--- src/rtl/calc_pkg.sv ---
// rtl/calc_pkg.sv - shared opcodes, FSM states and command record for the calc sequencer
package calc_pkg;

    localparam logic [3:0] OP_NOP = 4'b0000;
    localparam logic [3:0] OP_GND = 4'b0001;
    localparam logic [3:0] OP_ADD = 4'b0010;
    localparam logic [3:0] OP_SUB = 4'b0011;
    localparam logic [3:0] OP_MUL = 4'b0100;
    localparam logic [3:0] OP_DIV = 4'b0101;
    localparam logic [3:0] OP_MOD = 4'b0110;
    localparam logic [3:0] OP_PRE = 4'b1110;
    localparam logic [3:0] OP_RES = 4'b1111;

    typedef enum logic [2:0] {
        ST_IDLE   = 3'd0,
        ST_ISSUE  = 3'd1,
        ST_WAIT   = 3'd2,
        ST_HOLD   = 3'd3,
        ST_HALTED = 3'd4
    } state_t;

    typedef struct packed {
        logic [3:0]  op;
        logic [15:0] in1;
    } cmd_t;

    // Overflow only matters for add/sub, divide-by-zero only for div/mod.
    function automatic logic [1:0] res_err_mask(input logic [3:0] op, input logic [1:0] err);
        logic [1:0] m;
        m[0] = err[0] && ((op == OP_ADD) || (op == OP_SUB));
        m[1] = err[1] && ((op == OP_DIV) || (op == OP_MOD));
        return m;
    endfunction

endpackage

--- src/rtl/calc_sequencer_if.sv ---
// rtl/calc_sequencer_if.sv - host, datapath and result signals of the calc sequencer
interface calc_sequencer_if;
    logic        CMD_VALID;
    logic        CMD_READY;
    logic [3:0]  CMD_OP;
    logic [15:0] CMD_IN1;
    logic [3:0]  BB_OP;
    logic [15:0] BB_IN1;
    logic [31:0] BB_OUT;
    logic [1:0]  BB_ERR;
    logic        RES_VALID;
    logic        RES_READY;
    logic [31:0] RES_DATA;
    logic [1:0]  RES_ERR;
    logic        BUSY;
    logic        HALT;
    logic        CLR_HALT;

    modport slave (
        input  CMD_VALID, CMD_OP, CMD_IN1, BB_OUT, BB_ERR, RES_READY, CLR_HALT,
        output CMD_READY, BB_OP, BB_IN1, RES_VALID, RES_DATA, RES_ERR, BUSY, HALT
    );

    modport master (
        output CMD_VALID, CMD_OP, CMD_IN1, BB_OUT, BB_ERR, RES_READY, CLR_HALT,
        input  CMD_READY, BB_OP, BB_IN1, RES_VALID, RES_DATA, RES_ERR, BUSY, HALT
    );
endinterface

--- src/rtl/calc_cmd_fifo.sv ---
// rtl/calc_cmd_fifo.sv - command FIFO with full/empty/count
module calc_cmd_fifo
    import calc_pkg::*;
#(
    parameter int DEPTH = 8
) (
    input  logic                     clk,
    input  logic                     rst,
    input  logic                     push,
    input  logic                     pop,
    input  cmd_t                     wdata,
    output cmd_t                     rdata,
    output logic                     full,
    output logic                     empty,
    output logic [$clog2(DEPTH):0]   count
);
    localparam int AW = $clog2(DEPTH);

    cmd_t          mem [DEPTH];
    logic [AW-1:0] wr_ptr;
    logic [AW-1:0] rd_ptr;
    logic          push_ok;
    logic          pop_ok;

    assign full    = (count == (AW+1)'(DEPTH));
    assign empty   = (count == '0);
    assign push_ok = push && !full;
    assign pop_ok  = pop && !empty;
    assign rdata   = mem[rd_ptr];

    // Storage is not reset; only the pointers and count define validity.
    always_ff @(posedge clk) begin
        if (push_ok) begin
            mem[wr_ptr] <= wdata;
        end
    end

    // Pointers wrap naturally because DEPTH is a power of two.
    always_ff @(posedge clk) begin
        if (rst) begin
            wr_ptr <= '0;
            rd_ptr <= '0;
            count  <= '0;
        end else begin
            if (push_ok) wr_ptr <= wr_ptr + 1'b1;
            if (pop_ok)  rd_ptr <= rd_ptr + 1'b1;
            case ({push_ok, pop_ok})
                2'b10:   count <= count + 1'b1;
                2'b01:   count <= count - 1'b1;
                default: count <= count;
            endcase
        end
    end
endmodule

--- src/rtl/calc_sequencer.sv ---
// rtl/calc_sequencer.sv - issues queued commands to the accumulator datapath one at a time
module calc_sequencer
    import calc_pkg::*;
#(
    parameter int DEPTH  = 8,
    parameter int SETTLE = 1
) (
    input logic              CLK,
    input logic              RST,
    calc_sequencer_if.slave  bus
);
    localparam logic [2:0] WAIT_LAST = 3'(SETTLE - 1);

    state_t                  state;
    state_t                  state_next;
    cmd_t                    fifo_head;
    cmd_t                    cmd_reg;
    logic                    fifo_full;
    logic                    fifo_empty;
    logic [$clog2(DEPTH):0]  fifo_count;
    logic                    push;
    logic                    pop;
    logic [2:0]              wait_cnt;
    logic                    wait_last;
    logic [31:0]             res_data;
    logic [1:0]              res_err;

    assign push      = bus.CMD_VALID && !fifo_full;
    assign pop       = (state == ST_IDLE) && !fifo_empty;
    assign wait_last = (wait_cnt == WAIT_LAST);

    calc_cmd_fifo #(.DEPTH(DEPTH)) u_fifo (
        .clk   (CLK),
        .rst   (RST),
        .push  (push),
        .pop   (pop),
        .wdata ('{op: bus.CMD_OP, in1: bus.CMD_IN1}),
        .rdata (fifo_head),
        .full  (fifo_full),
        .empty (fifo_empty),
        .count (fifo_count)
    );

    // State register.
    always_ff @(posedge CLK) begin
        if (RST) state <= ST_IDLE;
        else     state <= state_next;
    end

    // Next-state: one command in flight, errors park the FSM in HALTED.
    always_comb begin
        state_next = state;
        case (state)
            ST_IDLE:   if (!fifo_empty) state_next = ST_ISSUE;
            ST_ISSUE:  state_next = ST_WAIT;
            ST_WAIT:   if (wait_last) state_next = ST_HOLD;
            ST_HOLD:   if (bus.RES_READY) state_next = (res_err != 2'b00) ? ST_HALTED : ST_IDLE;
            ST_HALTED: if (bus.CLR_HALT) state_next = ST_IDLE;
            default:   state_next = ST_IDLE;
        endcase
    end

    // Latch the popped command, count settle cycles, capture the datapath result.
    always_ff @(posedge CLK) begin
        if (RST) begin
            cmd_reg  <= '0;
            wait_cnt <= '0;
            res_data <= '0;
            res_err  <= '0;
        end else begin
            if (pop) cmd_reg <= fifo_head;
            if (state == ST_ISSUE)     wait_cnt <= '0;
            else if (state == ST_WAIT) wait_cnt <= wait_cnt + 1'b1;
            if ((state == ST_WAIT) && wait_last) begin
                res_data <= bus.BB_OUT;
                res_err  <= res_err_mask(cmd_reg.op, bus.BB_ERR);
            end
        end
    end

    // Outputs decoded from state; the datapath sees a no-op outside ISSUE.
    always_comb begin
        bus.BB_OP     = OP_NOP;
        bus.BB_IN1    = '0;
        bus.RES_VALID = 1'b0;
        bus.HALT      = 1'b0;
        bus.RES_DATA  = res_data;
        bus.RES_ERR   = res_err;
        bus.CMD_READY = !fifo_full;
        bus.BUSY      = (fifo_count != '0) || (state != ST_IDLE);
        case (state)
            ST_ISSUE: begin
                bus.BB_OP  = cmd_reg.op;
                bus.BB_IN1 = cmd_reg.in1;
            end
            ST_HOLD:   bus.RES_VALID = 1'b1;
            ST_HALTED: bus.HALT = 1'b1;
            default: ;
        endcase
    end
endmodule

--- src/flat_wrapper.sv ---
// flat-port wrapper written by rule: the top's interface ports become plain ports
module calc_sequencer_flat import calc_pkg::*;
#(
    parameter int DEPTH  = 8,
    parameter int SETTLE = 1
)
  (CLK, RST, bus_CMD_VALID, bus_CMD_OP, bus_CMD_IN1, bus_BB_OUT, bus_BB_ERR, bus_RES_READY, bus_CLR_HALT, bus_CMD_READY, bus_BB_OP, bus_BB_IN1, bus_RES_VALID, bus_RES_DATA, bus_RES_ERR, bus_BUSY, bus_HALT);
  calc_sequencer_if bus_i ();
  input logic CLK;
  input logic RST;
  input wire logic [$bits(bus_i.CMD_VALID)-1:0] bus_CMD_VALID;
  input wire logic [$bits(bus_i.CMD_OP)-1:0] bus_CMD_OP;
  input wire logic [$bits(bus_i.CMD_IN1)-1:0] bus_CMD_IN1;
  input wire logic [$bits(bus_i.BB_OUT)-1:0] bus_BB_OUT;
  input wire logic [$bits(bus_i.BB_ERR)-1:0] bus_BB_ERR;
  input wire logic [$bits(bus_i.RES_READY)-1:0] bus_RES_READY;
  input wire logic [$bits(bus_i.CLR_HALT)-1:0] bus_CLR_HALT;
  output wire logic [$bits(bus_i.CMD_READY)-1:0] bus_CMD_READY;
  output wire logic [$bits(bus_i.BB_OP)-1:0] bus_BB_OP;
  output wire logic [$bits(bus_i.BB_IN1)-1:0] bus_BB_IN1;
  output wire logic [$bits(bus_i.RES_VALID)-1:0] bus_RES_VALID;
  output wire logic [$bits(bus_i.RES_DATA)-1:0] bus_RES_DATA;
  output wire logic [$bits(bus_i.RES_ERR)-1:0] bus_RES_ERR;
  output wire logic [$bits(bus_i.BUSY)-1:0] bus_BUSY;
  output wire logic [$bits(bus_i.HALT)-1:0] bus_HALT;
  assign bus_i.CMD_VALID = bus_CMD_VALID;
  assign bus_i.CMD_OP = bus_CMD_OP;
  assign bus_i.CMD_IN1 = bus_CMD_IN1;
  assign bus_i.BB_OUT = bus_BB_OUT;
  assign bus_i.BB_ERR = bus_BB_ERR;
  assign bus_i.RES_READY = bus_RES_READY;
  assign bus_i.CLR_HALT = bus_CLR_HALT;
  assign bus_CMD_READY = bus_i.CMD_READY;
  assign bus_BB_OP = bus_i.BB_OP;
  assign bus_BB_IN1 = bus_i.BB_IN1;
  assign bus_RES_VALID = bus_i.RES_VALID;
  assign bus_RES_DATA = bus_i.RES_DATA;
  assign bus_RES_ERR = bus_i.RES_ERR;
  assign bus_BUSY = bus_i.BUSY;
  assign bus_HALT = bus_i.HALT;
  calc_sequencer #(.DEPTH(DEPTH), .SETTLE(SETTLE)) u_core (.CLK(CLK), .RST(RST), .bus(bus_i));
endmodule
--- config.mk ---
export PLATFORM = sky130hd
export DESIGN_NAME = calc_sequencer_flat
export DESIGN_NICKNAME = d
export VERILOG_FILES = /design/src/rtl/calc_pkg.sv /design/src/rtl/calc_sequencer_if.sv /design/src/rtl/calc_cmd_fifo.sv /design/src/rtl/calc_sequencer.sv /design/src/flat_wrapper.sv
export SDC_FILE = /design/constraint.sdc
export NUM_CORES = 1
export LEC_CHECK = 0
export CORE_MARGIN = 2
export CORE_UTILIZATION = 55
export DETAILED_ROUTE_END_ITERATION = 10
export DONT_BUFFER_PORTS = 1
export GPL_ROUTABILITY_DRIVEN = 0
export GPL_TIMING_DRIVEN = 0
export PLACE_DENSITY = 0.7
export SYNTH_ARGS = -nofsm -noshare
export SYNTH_HDL_FRONTEND = slang
export SYNTH_SLANG_ARGS = --single-unit
--- constraint.sdc ---
create_clock -name CLK -period 6.1 [get_ports CLK]
set_input_delay 0.61 -clock CLK [delete_from_list [all_inputs] [get_ports CLK]]
set_output_delay 0.61 -clock CLK [all_outputs]
set_load 0.05 [all_outputs]
==> flow_summary.json, run 1 <==
{
  "cp_max_fo": 8,
  "yosysWarnings": 0,
  "cpLargestDelayFamily": "simple AND/OR/NAND/NOR gates",
  "wl_met3_um": 1485,
  "internal_power_mw": 3.155,
  "firstDrtPassIters": 4,
  "clk_latency_ps": 520,
  "drive_gt1_share_pct": 22.39,
  "clk_pin_slew_ps": 60,
  "clock_path_buffers": 3,
  "layout_commonest_cell": "edfxtp_1",
  "fin_nets": 700,
  "hold_buffers": 0,
  "tns_ps": 0,
  "cts_setup_buffers": 0,
  "slew_violations": 0,
  "hold_path.class": "input port to register",
  "die_h_um": 132.1,
  "clkPwrFrac_pct": 27.9,
  "postCtsResizedCells": 0,
  "period_minus_slack_ps": 3143,
  "slew_headroom_pct": 45.07,
  "dr_wl_met2_um": 9331,
  "diodes": 0,
  "tritoncts": "built",
  "cp.required_ps": 6510,
  "cts_max_level": 1,
  "grt_overflow_total": 0,
  "grt_pass1_vias": 5348,
  "ios": 117,
  "p_sw_mw": 1.586,
  "wl_per_cell_um": 21.39,
  "max-cap-violations": 0,
  "cts_made_buffers": 24,
  "dr.first_iter.drc_count": 366,
  "synth_area_mm2": 0.009024,
  "top_layer_used": "met4",
  "status": "completed",
  "max_clock_freq_mhz": 318.1,
  "p_leak_nw": 3.365,
  "root_buffer": "clkbuf_16",
  "wl_met1_um": 7293,
  "crit_chain": "buf_6, or4b_1, clkbuf_1, nand2_2, ha_1, clkbuf_1, nor4bb_1, o21ai_0, o31ai_1, mux2_2",
  "rsz0062_at_grt": "false",
  "netlist_instances": 594,
  "tightest_slew_ps": 823.9,
  "n_fill_cell": 1123,
  "synth-seq-cells": 230,
  "cts_sinks": 230,
  "drt-total-wl_um": 18570,
  "synthToLayoutAreaGrowth_pct": 13.34,
  "vdd_ir_drop_max_v": 0.0003110,
  "rows": 46,
  "critPathKind": "register to register",
  "crit_path_frequent_cell": "clkbuf_1",
  "r2r_cells": 10,
  "post_drt_via_cell_ratio": 5.806,
  "slowest_delay_ps": 500,
  "endpoint_kind": "register",
  "detail-route-antenna-nets": 0,
  "whs_ps": 182.6,
  "final_cell_mix": "edfxtp_1, nand2_1, dfxtp_1",
  "die_x_um": 132.1,
  "largest_reg_flops": 160,
  "finClkSkew_ps": 10.92,
  "power_density_mw_per_mm2": 463.5,
  "synth.distinct_cells": 46,
  "pwr-share-comb_pct": 28.4,
  "grt_max_degree": 16,
  "syn-num-nets": 660,
  "hpwl_um": 12520,
  "drc_errors": 0,
  "swShare_pct": 33.45,
  "seqPwrFrac_pct": 43.7,
  "track_usage_pct": 21.68,
  "final_hold_viol_count": 0,
  "grt_pass1_wl_um": 29220,
  "syn_avg_cell_area_um2": 15.19,
  "fp.coreArea_mm2": 0.01594,
  "antenna_found_initial": 0,
  "whs_path_depth": 0,
  "seq_area_frac_synth_pct": 68.77,
  "arrival_ps": 3550,
  "finalSetupViolations": 0,
  "vias": 5040,
  "numPortBuffers": 0,
  "slowest_stage": "or4b_1",
  "critPathBufInv": 3,
  "fin_crit_sh_pct": 51.53,
  "design.die.area_mm2": 0.01745,
  "start_util_pct": 56.60,
  "crit_cells": 10,
  "cp-start-kind": "register"
}
==> through the flow <==
step | util [%] | cells | setup WS, ps | instance area (um^2) | power (mW)
2_1_floorplan | - | 594 | 2387 | 9024 | 3.140
3_3_place_gp | 58.30 | 810 | 375.9 | 9294 | 3.380
3_5_place_dp | 59.62 | 824 | 2991 | 9505 | 3.446
4_1_cts | 64.15 | 868 | 2950 | 10230 | 4.768
5_1_grt | 64.15 | 868 | 2782 | 10230 | 4.955
6_report | 64.15 | 868 | 2957 | 10230 | 4.740
==> synthesized netlist by cell type, drive strengths merged <==
cell type / instances / area (um^2)
a21oi: 41 / 205.2
a22oi: 1 / 7.510
a2bb2oi: 2 / 17.52
and2: 24 / 152.6
and2b: 1 / 8.760
and3: 2 / 12.51
buf: 21 / 167.7
clkbuf: 20 / 75.07
dfxtp: 70 / 1401
edfxtp: 160 / 4805
ha: 7 / 87.58
inv: 5 / 18.77
mux2: 1 / 11.26
mux2i: 3 / 30.03
mux4: 40 / 900.9
nand2: 73 / 276.5
nand2b: 5 / 31.28
nand3: 7 / 50.05
nor2: 36 / 277.8
nor2b: 2 / 12.51
nor3: 26 / 135.1
nor3b: 1 / 7.510
nor4: 2 / 12.51
nor4b: 2 / 17.52
nor4bb: 2 / 20.02
o2111ai: 1 / 8.760
o21ai: 5 / 25.02
o22ai: 20 / 125.1
o31ai: 1 / 7.510
o32a: 1 / 10.01
or3: 1 / 6.260
or4: 2 / 18.77
or4b: 1 / 10.01
xnor2: 3 / 26.28
xor2: 5 / 43.79
==> layout make-up <==
class	instances	area, um^2	share of cell area [%]
Clock inverter	14	78.83	0.7707
Multi-Input combinational cell	318	2590	25.32
Sequential cell	230	6206	60.68
Clock buffer	30	643.1	6.288
Tap cell	216	270.3	2.643
Timing Repair Buffer	14	177.7	1.737
Inverter	5	18.77	0.1835
Buffer	41	242.7	2.373
==> per-layer routing <==
metal	up-vias	track usage, %
li1	2294	-
met1	2500	26.63
met2	210	37.96
met3	36	5.383
met4	0	6.763
met5	-	0
==> worst register-to-register path: cells and delay by family (launching register included) <==
family                     cells  cell delay, ps
AOI/OAI and AO/OA              2             220
adders and majority gates      1             270
buffers and inverters          3             690
DFF                            1             300
muxes                          1             370
and+or+nand+nor                3            1170
==> final timing paths <==
path	startpoint	to	slack (ps)
min reg2reg	u_core.cmd_reg[1]	u_core.cmd_reg[1]	500
min	bus_CMD_IN1[1]	u_core.u_fifo.mem[5][1]	180
max reg2reg	u_core.u_fifo.count[1]	u_core.u_fifo.count[3]	2960
max	u_core.u_fifo.count[1]	u_core.u_fifo.count[3]	2960
==> power by group through the flow <==
stage / registers (mW) / logic (mW) / clock network, mW
after floorplan: 2.08 / 1.06 / 0
after global placement: 2.10 / 1.28 / 0
after detailed placement: 2.11 / 1.34 / 0
after CTS: 2.07 / 1.35 / 1.34
after global routing: 2.09 / 1.46 / 1.41
final: 2.07 / 1.34 / 1.32
==> kinds of logic (layout without fill, tap and decap cells) <==
| group | Yosys count | after routing | synth area share [%] |
|---|---|---|---|
| adder cells (fa/ha/maj) | 7 | 7 | 0.9706 |
| XOR/XNOR | 8 | 8 | 0.7765 |
| AND/OR/NAND/NOR | 187 | 187 | 11.63 |
| AO/OA/AOI/OAI | 72 | 72 | 4.506 |
| buffers and inverters | 46 | 104 | 2.898 |
| multiplexers | 44 | 44 | 10.44 |
| flip-flops | 230 | 230 | 68.77 |
No activity file was read; power rests on OpenSTA's default activity.
==> inputs of run 2 (changes only) <==
--- a/config.mk
+++ b/config.mk
@@ -11,7 +11,7 @@
 export DONT_BUFFER_PORTS = 1
 export GPL_ROUTABILITY_DRIVEN = 0
 export GPL_TIMING_DRIVEN = 0
-export PLACE_DENSITY = 0.7
+export PLACE_DENSITY = 0.73
 export SYNTH_ARGS = -nofsm -noshare
 export SYNTH_HDL_FRONTEND = slang
 export SYNTH_SLANG_ARGS = --single-unit
==> constraint.sdc (replaced) <==
create_clock -name CLK -period 2.66 [get_ports CLK]
set_input_delay 0.266 -clock CLK [delete_from_list [all_inputs] [get_ports CLK]]
set_output_delay 0.266 -clock CLK [all_outputs]
set_load 0.05 [all_outputs]
==> run 2 against run 1 <==
Compared with the run above:
- clock-buffer cell count stayed put
- wire length rose by 6.0%
- setup slack got worse by 2800 ps
- sequential share of layout area is 3.6 points lower
- power up 130%
==> flow_summary.json, run 2 (synthesized netlist as in run 1, its figures left out) <==
{
  "total_power_mw": 11.07,
  "critPathBufInv": 2,
  "cp-start-kind": "register",
  "slew_violations": 0,
  "ios": 117,
  "slew_headroom_pct": 47.98,
  "drc_errors": 0,
  "vdd_ir_drop_max_v": 0.0005888,
  "whs_path_depth": 3,
  "vias": 5298,
  "crit_chain": "buf_2, nor3b_1, clkbuf_2, and2_1",
  "critPathKind": "register to primary output",
  "grt_pass1_wl_um": 30440,
  "cp_max_fo": 10,
  "cp.required_ps": 2390,
  "max_clock_freq_mhz": 398.2,
  "grt_max_degree": 16,
  "diodes": 0,
  "period_minus_slack_ps": 2511,
  "layout_commonest_cell": "edfxtp_1",
  "slowest_delay_ps": 510,
  "track_usage_pct": 22.53,
  "fin_nets": 755,
  "cts_made_buffers": 23,
  "rows": 46,
  "arrival_ps": 2250,
  "status": "completed",
  "max-cap-violations": 0,
  "final_cell_mix": "edfxtp_1, nand2_1, dfxtp_1",
  "clk_pin_slew_ps": 60,
  "fp.coreArea_mm2": 0.01594,
  "die_x_um": 132.1,
  "post_drt_via_cell_ratio": 5.746,
  "endpoint_kind": "primary output",
  "tritoncts": "built",
  "cts_sinks": 230,
  "clk_latency_ps": 520,
  "finClkSkew_ps": 12.39,
  "detail-route-antenna-nets": 0,
  "root_buffer": "clkbuf_16",
  "drive_gt1_share_pct": 21.39,
  "slowest_stage": "and2_1",
  "n_fill_cell": 1027,
  "p_leak_nw": 3.618,
  "tns_ps": 0,
  "grt_overflow_total": 0,
  "fin_util_pct": 68.22,
  "crit_cells": 4,
  "wl_per_cell_um": 21.34,
  "r2r_cells": 11,
  "clock_path_buffers": 3,
  "dr.first_iter.drc_count": 352,
  "antenna_found_initial": 0,
  "grt_pass1_vias": 5522,
  "finalSetupViolations": 0,
  "firstDrtPassIters": 6,
  "cpLargestDelayFamily": "simple AND/OR/NAND/NOR gates",
  "rsz0062_at_grt": "false",
  "hold_path.class": "input port to register",
  "hpwl_um": 12770,
  "die_h_um": 132.1,
  "final_hold_viol_count": 0,
  "fin_crit_sh_pct": 94.41,
  "synthToLayoutAreaGrowth_pct": 20.54,
  "largest_reg_flops": 160,
  "cts_max_level": 1,
  "tightest_slew_ps": 780.3,
  "power_density_mw_per_mm2": 1018,
  "drt-total-wl_um": 19670,
  "design.die.area_mm2": 0.01745,
  "numPortBuffers": 0,
  "start_util_pct": 56.60
}
==> run 2: cell types whose count changed in the layout (fill, tap and decap cells not counted), sizes merged <==
cell         delta
clkbuf          -2
buf             +1
clkinvlp        -2
inv             +1
bufinv          +1
dlygate4sd3    +57
clkinv          -2
==> run 2: path summary, 6_finish.rpt <==
kind,from,endpoint,slack [ps]
max,u_core.state[2],bus_BB_OP[1],150
min,bus_CMD_VALID,u_core.u_fifo.wr_ptr[1],6
max reg2reg,u_core.u_fifo.count[1],u_core.u_fifo.count[2],160
min reg2reg,u_core.cmd_reg[9],u_core.cmd_reg[9],510
==> run 2: power by group <==
part           switching (mW)  internal [mW]  total [mW]
Combinational            1.85           1.40        3.24
Clock                    1.30           1.75        3.06
Sequential              0.538           4.23        4.77
Total                    3.69           7.39        11.1
==> run 2: layout make-up <==
| class | count | area (um^2) | share of cell area [%] |
|---|---|---|---|
| Sequential cell | 230 | 6206 | 57.06 |
| Multi-Input combinational cell | 318 | 2656 | 24.42 |
| Timing Repair Buffer | 73 | 790.8 | 7.270 |
| Clock buffer | 30 | 621.8 | 5.717 |
| Tap cell | 216 | 270.3 | 2.485 |
| Buffer | 38 | 216.5 | 1.990 |
| Clock inverter | 12 | 96.34 | 0.8858 |
| Inverter | 5 | 18.77 | 0.1726 |
==> run 2: timing repair <==
action                                  CTS  global route
pin swaps                                 1             1
buffers inserted                          0             4
endpoints found under the setup margin   12             2
gates resized for setup                  12             3
hold buffers                             57             0
hold endpoints to repair                197             0
==> run 2: metal layers <==
metal / routed length, um / GRT usage [%] / vias to the layer above / part of all wire (%)
met5: 0 / 0 / - / 0
met3: 1637 / 5.344 / 37 / 8.3
li1: - / - / 2407 / -
met4: 476 / 7.548 / 0 / 2.4
met1: 7569 / 27.74 / 2611 / 38
met2: 9989 / 39.32 / 243 / 51
==> run 2: worst register-to-register path: stages, from the launching register on <==
cell,delay (ps)
dfxtp_1,310
buf_6,130
or4b_1,530
buf_6,200
nand2_8,140
ha_4,170
xor2_1,170
ha_1,180
a21oi_2,40
xor2_1,140
or3_1,300
a21oi_1,130
==> run 2: through the flow <==
| step | setup slack, ps | cells | hold WS, ps | area (um^2) |
|---|---|---|---|---|
| final | 148.7 | 922 | 5.758 | 10880 |
| after CTS | 7.366 | 919 | 36.77 | 10850 |
| after global placement | -1655 | 810 | 365.2 | 9308 |
| after floorplan | -232.5 | 594 | 364.9 | 9037 |
| after global routing | 29.53 | 922 | 15.13 | 10880 |
| after detailed placement | -290.7 | 822 | 365.1 | 9535 |
==> inputs of run 3 (changes only) <==
--- a/config.mk
+++ b/config.mk
@@ -5,13 +5,15 @@
 export SDC_FILE = /design/constraint.sdc
 export NUM_CORES = 1
 export LEC_CHECK = 0
+export CELL_PAD_IN_SITES_DETAIL_PLACEMENT = 2
+export CELL_PAD_IN_SITES_GLOBAL_PLACEMENT = 2
 export CORE_MARGIN = 2
-export CORE_UTILIZATION = 55
+export CORE_UTILIZATION = 41
 export DETAILED_ROUTE_END_ITERATION = 10
 export DONT_BUFFER_PORTS = 1
 export GPL_ROUTABILITY_DRIVEN = 0
 export GPL_TIMING_DRIVEN = 0
-export PLACE_DENSITY = 0.73
+export PLACE_DENSITY_LB_ADDON = 0.1
 export SYNTH_ARGS = -nofsm -noshare
 export SYNTH_HDL_FRONTEND = slang
 export SYNTH_SLANG_ARGS = --single-unit
==> run 3 against run 2 <==
Compared with the run above:
- clock power rose by 20%
- final area increased by 2.2%
- clock skew grew 5.3 ps
- clock-buffer cell count is 5 higher
- combinational power grew 4%
- sequential share of layout area down 1.2 points
- via count is 1.5% higher
- critical endpoint is now u_core.u_fifo.count[2]
- sequential power is essentially flat
- power is 6.9% higher
- flip-flop and latch count unchanged
==> flow_summary.json, run 3 (synthesized netlist as in run 1, its figures left out) <==
{
  "vias": 5378,
  "total_power_mw": 11.83,
  "root_buffer": "clkbuf_16",
  "wl_met3_um": 1251,
  "clock_path_buffers": 3,
  "power_density_mw_per_mm2": 1065,
  "drc_errors": 0,
  "vdd_ir_drop_max_v": 0.0005523,
  "cts_max_level": 1,
  "dr.first_iter.drc_count": 283,
  "slew_headroom_pct": 47.42,
  "rsz0062_at_grt": "false",
  "final_hold_viol_count": 0,
  "fp.coreArea_mm2": 0.02169,
  "dp_cells": 886,
  "stdcell_count": 989,
  "design.die.area_mm2": 0.02321,
  "max-cap-violations": 0,
  "cp_max_fo": 8,
  "diodes": 0,
  "arrival_ps": 2960,
  "detail-route-antenna-nets": 0,
  "r2r-end": "u_core.u_fifo.count[2]",
  "ios": 117,
  "clk_pin_slew_ps": 60,
  "p_leak_nw": 3.692,
  "status": "completed",
  "grt_max_degree": 14,
  "r2r_slack_ps": 150,
  "fin_nets": 756,
  "seqPwrFrac_pct": 40.4,
  "tns_ps": 0,
  "largest_reg_flops": 160,
  "dr_wl_met2_um": 12550,
  "fin_crit_sh_pct": 94.26,
  "place_ws_ps": -328.9,
  "worst_slack_ps": 152.6,
  "max_clock_freq_mhz": 398.8,
  "endpoint_kind": "register",
  "rr_startpoint": "u_core.u_fifo.count[1]",
  "cp-start-kind": "register",
  "clkPwrFrac_pct": 31.0,
  "swShare_pct": 33.57,
  "finClkSkew_ps": 17.66,
  "numPortBuffers": 0,
  "hpwl_um": 16360,
  "start_util_pct": 41.61,
  "internal_power_mw": 7.860,
  "final_cell_mix": "edfxtp_1, nand2_1, dfxtp_1",
  "layout_commonest_cell": "edfxtp_1",
  "drive_gt1_share_pct": 21.30,
  "post_drt_via_cell_ratio": 5.438,
  "r2r_cells": 11,
  "p_sw_mw": 3.972,
  "hold_path.class": "input port to register",
  "min_to": "u_core.bus.RES_ERR[0]",
  "top_layer_used": "met4",
  "drt-total-wl_um": 24410,
  "period_minus_slack_ps": 2507,
  "whs_path_depth": 3,
  "track_usage_pct": 21.32,
  "grt_pass1_wl_um": 37850,
  "clk_latency_ps": 530,
  "firstDrtPassIters": 6,
  "synthToLayoutAreaGrowth_pct": 23.16,
  "die_h_um": 152.4,
  "antenna_found_initial": 0,
  "wl_met1_um": 10270,
  "tightest_slew_ps": 787.9,
  "finalSetupViolations": 0,
  "pwr-share-comb_pct": 28.5,
  "cts_made_buffers": 26,
  "hold_start": "bus_BB_ERR[0]",
  "critPathKind": "register to register",
  "tritoncts": "built",
  "grt_overflow_total": 0,
  "die_x_um": 152.4,
  "wl_per_cell_um": 24.68,
  "grt_pass1_vias": 6022,
  "rows": 54,
  "slew_violations": 0,
  "cp.required_ps": 3110,
  "cts_sinks": 230
}
-- run 3: changes by cell type in the layout (fill, tap and decap cells not counted), sizes merged --
cell,change
buf,-2
bufinv,+2
clkbuf,+5
clkinvlp,-1
inv,-1
-- run 3: cell type report --
class | count | area, um^2
Clock inverter | 12 | 140.1
Clock buffer | 35 | 744.5
Multi-Input combinational cell | 318 | 2658
Tap cell | 280 | 350.3
Inverter | 5 | 18.77
Timing Repair Buffer | 71 | 772.0
Buffer | 38 | 224.0
Sequential cell | 230 | 6206
Fill cell | 1974 | 10580
-- run 3: worst max-delay path by stage --
stage | slack, ps | start | cells past startpoint | endpoint
4_1_cts | 40 | u_core.u_fifo.count[1] | 11 | u_core.u_fifo.count[2]
6_report | 150 | u_core.u_fifo.count[1] | 11 | u_core.u_fifo.count[2]
3_3_place_gp | -1980 | u_core.u_fifo.count[0] | 4 | u_core.u_fifo.mem[1][9]
3_5_place_dp | -330 | u_core.u_fifo.count[1] | 10 | u_core.u_fifo.count[3]
2_1_floorplan | -230 | u_core.u_fifo.count[1] | 5 | u_core.u_fifo.mem[2][0]
5_1_grt | 20 | u_core.u_fifo.count[1] | 11 | u_core.u_fifo.count[2]
-- run 3: worst max-delay path, stage by stage, from the launching register on --
cell and delay (ps):
dfxtp_1 310, buf_6 130, or4_4 490, buf_6 150, and2_4 190, ha_4 180, xor2_1 140, ha_1 210
a21oi_2 110, xor2_1 80, or3_1 310, a21oi_1 130
-- run 3: per-stage QoR --
step | hold WS [ps] | instance area (um^2) | util (%)
floorplan | 364.9 | 9037 | -
global placement | 365.2 | 9388 | 43.28
detailed placement | 365.2 | 9612 | 44.32
CTS | 7.701 | 11100 | 51.17
global route | 36.52 | 11110 | 51.24
finish | 36.22 | 11110 | 51.24
-- run 3: repair_timing --
item | CTS | global route
endpoints found under the setup margin | 2 | 2
pin swaps | 2 | 0
endpoints found under the hold margin | 198 | 0
gates resized for setup | 9 | 5
hold buffers | 57 | 0
buffers inserted | 2 | 0
-- run 3: power groups by stage --
stage	Sequential (mW)	Combinational, mW	Clock (mW)
final	4.78	3.38	3.67
after global routing	4.83	3.70	3.89
after CTS	4.78	3.43	3.77
after detailed placement	4.85	3.27	0
after global placement	4.83	3.05	0
after floorplan	4.77	2.44	0
-- run 3: per-layer routing --
| layer | vias to the layer above | GRT usage (%) |
|---|---|---|
| met2 | 159 | 38.05 |
| met3 | 30 | 3.953 |
| met4 | 0 | 3.649 |
| met1 | 2775 | 27.62 |
| li1 | 2414 | - |
| met5 | - | 0 |
==> variant: new RTL, config.mk and constraints of run 2 <==
Make the reset (`RST` and `rst`) asynchronous in 3 clocked blocks.
--- a/src/rtl/calc_cmd_fifo.sv
+++ b/src/rtl/calc_cmd_fifo.sv
@@ -38,3 +38,3 @@
     // Pointers wrap naturally because DEPTH is a power of two.
-    always_ff @(posedge clk) begin
+    always_ff @(posedge clk or posedge rst) begin
         if (rst) begin
--- a/src/rtl/calc_sequencer.sv
+++ b/src/rtl/calc_sequencer.sv
@@ -44,3 +44,3 @@
     // State register.
-    always_ff @(posedge CLK) begin
+    always_ff @(posedge CLK or posedge RST) begin
         if (RST) state <= ST_IDLE;
@@ -63,3 +63,3 @@
     // Latch the popped command, count settle cycles, capture the datapath result.
-    always_ff @(posedge CLK) begin
+    always_ff @(posedge CLK or posedge RST) begin
         if (RST) begin
Check against the original RTL: differs if RST is asserted again (counterexample within 4 cycles, from zero or initial values and one cycle with RST high); with RST held inactive, the same outputs for 4 cycles.
==> variant against run 2 <==
Sequential cell count unchanged. Core utilization down 1.2 points. Largest power group unchanged. Critical path type is now reg -> reg. Setup slack worse by 0.029 ns. Register-to-register slack worse by 0.04 ns. Total power up 19%. Combinational power up 20%. Final area up 2.1%. Wire length down 4.0%. Global-route usage down 1.2 points. Area after synthesis up 3.1%.
==> variant: results (changes against run 2) <==
Synthesized Nets 564 (was 660); unique cell type count in the Yosys netlist 46 (unchanged); max reg flops 160 (unchanged); clock slew at reported path FFs 0.06 ns (about the same); CTS root buf clkbuf_16 (unchanged); # fillers 1053 (was 1027); Most used DFF post-synth edfxtp_1 (unchanged); Worst Tran Pin Value 0.893 ns (was 0.780 ns); first-pass GRT wire length 28.7 mm (was 30.4 mm); drt first-iter violations 334 (was 352); maximum ir drop on the vdd rail 626 uV (was 589 uV); Port Buffers 0 (unchanged); routed vias 4712 (was 5298); diode count 0 (unchanged); synth top area cells edfxtp_1 (52%), dfrtp_1 (19%), mux4_1 (9.0%) (was edfxtp_1 (53%), dfxtp_1 (16%), mux4_2 (10%)); hold depth 3 (unchanged); r2r worst-path depth 9 (was 11); Core ar. 16600 um^2 (was 15900 um^2); GRT Total Usage 21.3% (was 22.5%); share of cells above drive strength 1 21.0% (was 21.4%); detailed-router iteration count before antenna repair 4 (was 6); Place WS 0.138 ns (was -0.291 ns); clock latency on the worst-skew pair 0.50 ns (was 0.52 ns); initial antenna violation count 0 (unchanged); post-DP HPWL 11.8 mm (was 12.8 mm); Max Buffers Root-to-Sink 3 (unchanged); total CTS buffers 23 (unchanged); worst clock skew 0.0104 ns (was 0.0124 ns); vias in the first global route 5092 (was 5522); Top Family by Delay on Critical Path simple AND/OR/NAND/NOR gates (unchanged); Pleak 0.00413 uW (was 0.00362 uW); Worst EP arrival 2.92 ns (was 2.25 ns); synth cell count leaders edfxtp_1 (160), dfrtp_1 (70), mux2_2 (34), mux4_1 (32), nand2_1 (32) (was edfxtp_1 (160), nand2_1 (72), dfxtp_1 (70), a21oi_1 (41), mux4_2 (40)); Post-synth EDFFs 160 (unchanged); Worst path slowest cell or4b_4 (was and2_1); worst hold-check path type in -> reg (unchanged); outcome completed (unchanged); setup repair bufs after CTS 0 (unchanged); crit-path max FO 6 (was 10); Synthesis Warnings 0 (unchanged); H-tree depth 1 (unchanged); Seq/Total Area, Yosys 70.5% (was 68.8%); routed len/inst 22.9 um (was 21.3 um); largest stage delay on the critical path 0.70 ns (was 0.51 ns); Async SR Flop Fraction 30.4% (was 0%); Layout Nets 655 (was 755); pin count of the biggest net entering global routing 71 (was 16); Yosys top cell area share 51.6% (was 53.2%)
[variant: cell count changes after synthesis, moves of 19 or more]
cell | run 2 | this run
dfrtp_1 | 0 | 70
dfxtp_1 | 70 | 0
nand2_1 | 72 | 32
a21oi_1 | 41 | 4
mux2_2 | 1 | 34
mux4_1 | 0 | 32
mux4_2 | 40 | 8
o22ai_1 | 20 | 0
nor2_4 | 19 | 0
[variant: final cells by class]
type	instances	area share (%)
buffer	24	2.33
clock buffer	27	5.41
clock inverter	14	1.21
inverter	7	0.259
multi-input combinational	237	22.7
sequential	230	59.0
tap	220	2.48
timing repair buffer	66	6.65
[variant: cells by family (layout without fill, tap and decap cells)]
group,count (synthesis),in the layout,synth area share (%)
flops,230,230,70.5
simple gates,90,90,5.10
buf+inv,31,138,3.04
fa+ha+maj,7,7,0.941
xor+xnor,9,9,0.847
mux,94,94,17.2
compound gates,37,37,2.37
[variant: path summary, 6_finish.rpt]
path | startpoint | endpoint | slack, ns
min in group asynchronous | RST | u_core.bus.RES_DATA[31] | 0.44
setup reg to reg | u_core.u_fifo.count[2] | u_core.u_fifo.count[2] | 0.12
setup / recovery | u_core.u_fifo.count[2] | u_core.u_fifo.count[2] | 0.12
hold / removal | bus_RES_READY | u_core.state[0] | 0.06
max in group asynchronous | RST | u_core.cmd_reg[8] | 1.63
hold reg to reg | u_core.cmd_reg[8] | u_core.cmd_reg[8] | 0.47
[variant: worst reg2reg max path: cells and delay by family (launching register included)]
kind / cells / cell delay [ns]
xor gates and xnor gates: 3 / 0.41
AOI/OAI and AO/OA: 1 / 0.15
and+or+nand+nor: 3 / 0.94
adders and majority gates: 2 / 0.48
DFF: 1 / 0.45
[variant: repair_timing]
action | 4_1_cts | 5_1_grt
resized for setup | 5 | 1
hold buffers | 58 | 0
setup endpoints to repair | 20 | 2
pin swaps | 0 | 1
endpoints found under the hold margin | 268 | 0
cloned | 0 | 0
[variant: metal layers]
metal | up-vias | wire length (um) | global-route usage (%)
li1 | 2127 | - | -
met1 | 2383 | 7360 | 26.3
met2 | 178 | 9680 | 37.7
met3 | 24 | 1530 | 4.69
met4 | 0 | 330 | 6.90
met5 | - | 0 | 0
[variant: stage by stage]
step	setup TNS [ns]	total power [uW]	instances	utilization, %	cell area, um^2
after detailed placement	0	10100	726	59.0	9780
after global placement	-91.67	9750	718	57.8	9590
after global routing	0	13800	825	67.0	11100
final	0	13200	825	67.0	11100
after CTS	0	13300	825	67.0	11100
after floorplan	0	9010	498	-	9310
[variant: where the power goes]
group / total, uW / internal, uW / switching [uW]
logic: 3880 / 1830 / 2050
registers: 6200 / 4750 / 1450
clock network: 3150 / 1890 / 1260
total: 13200 / 8470 / 4760
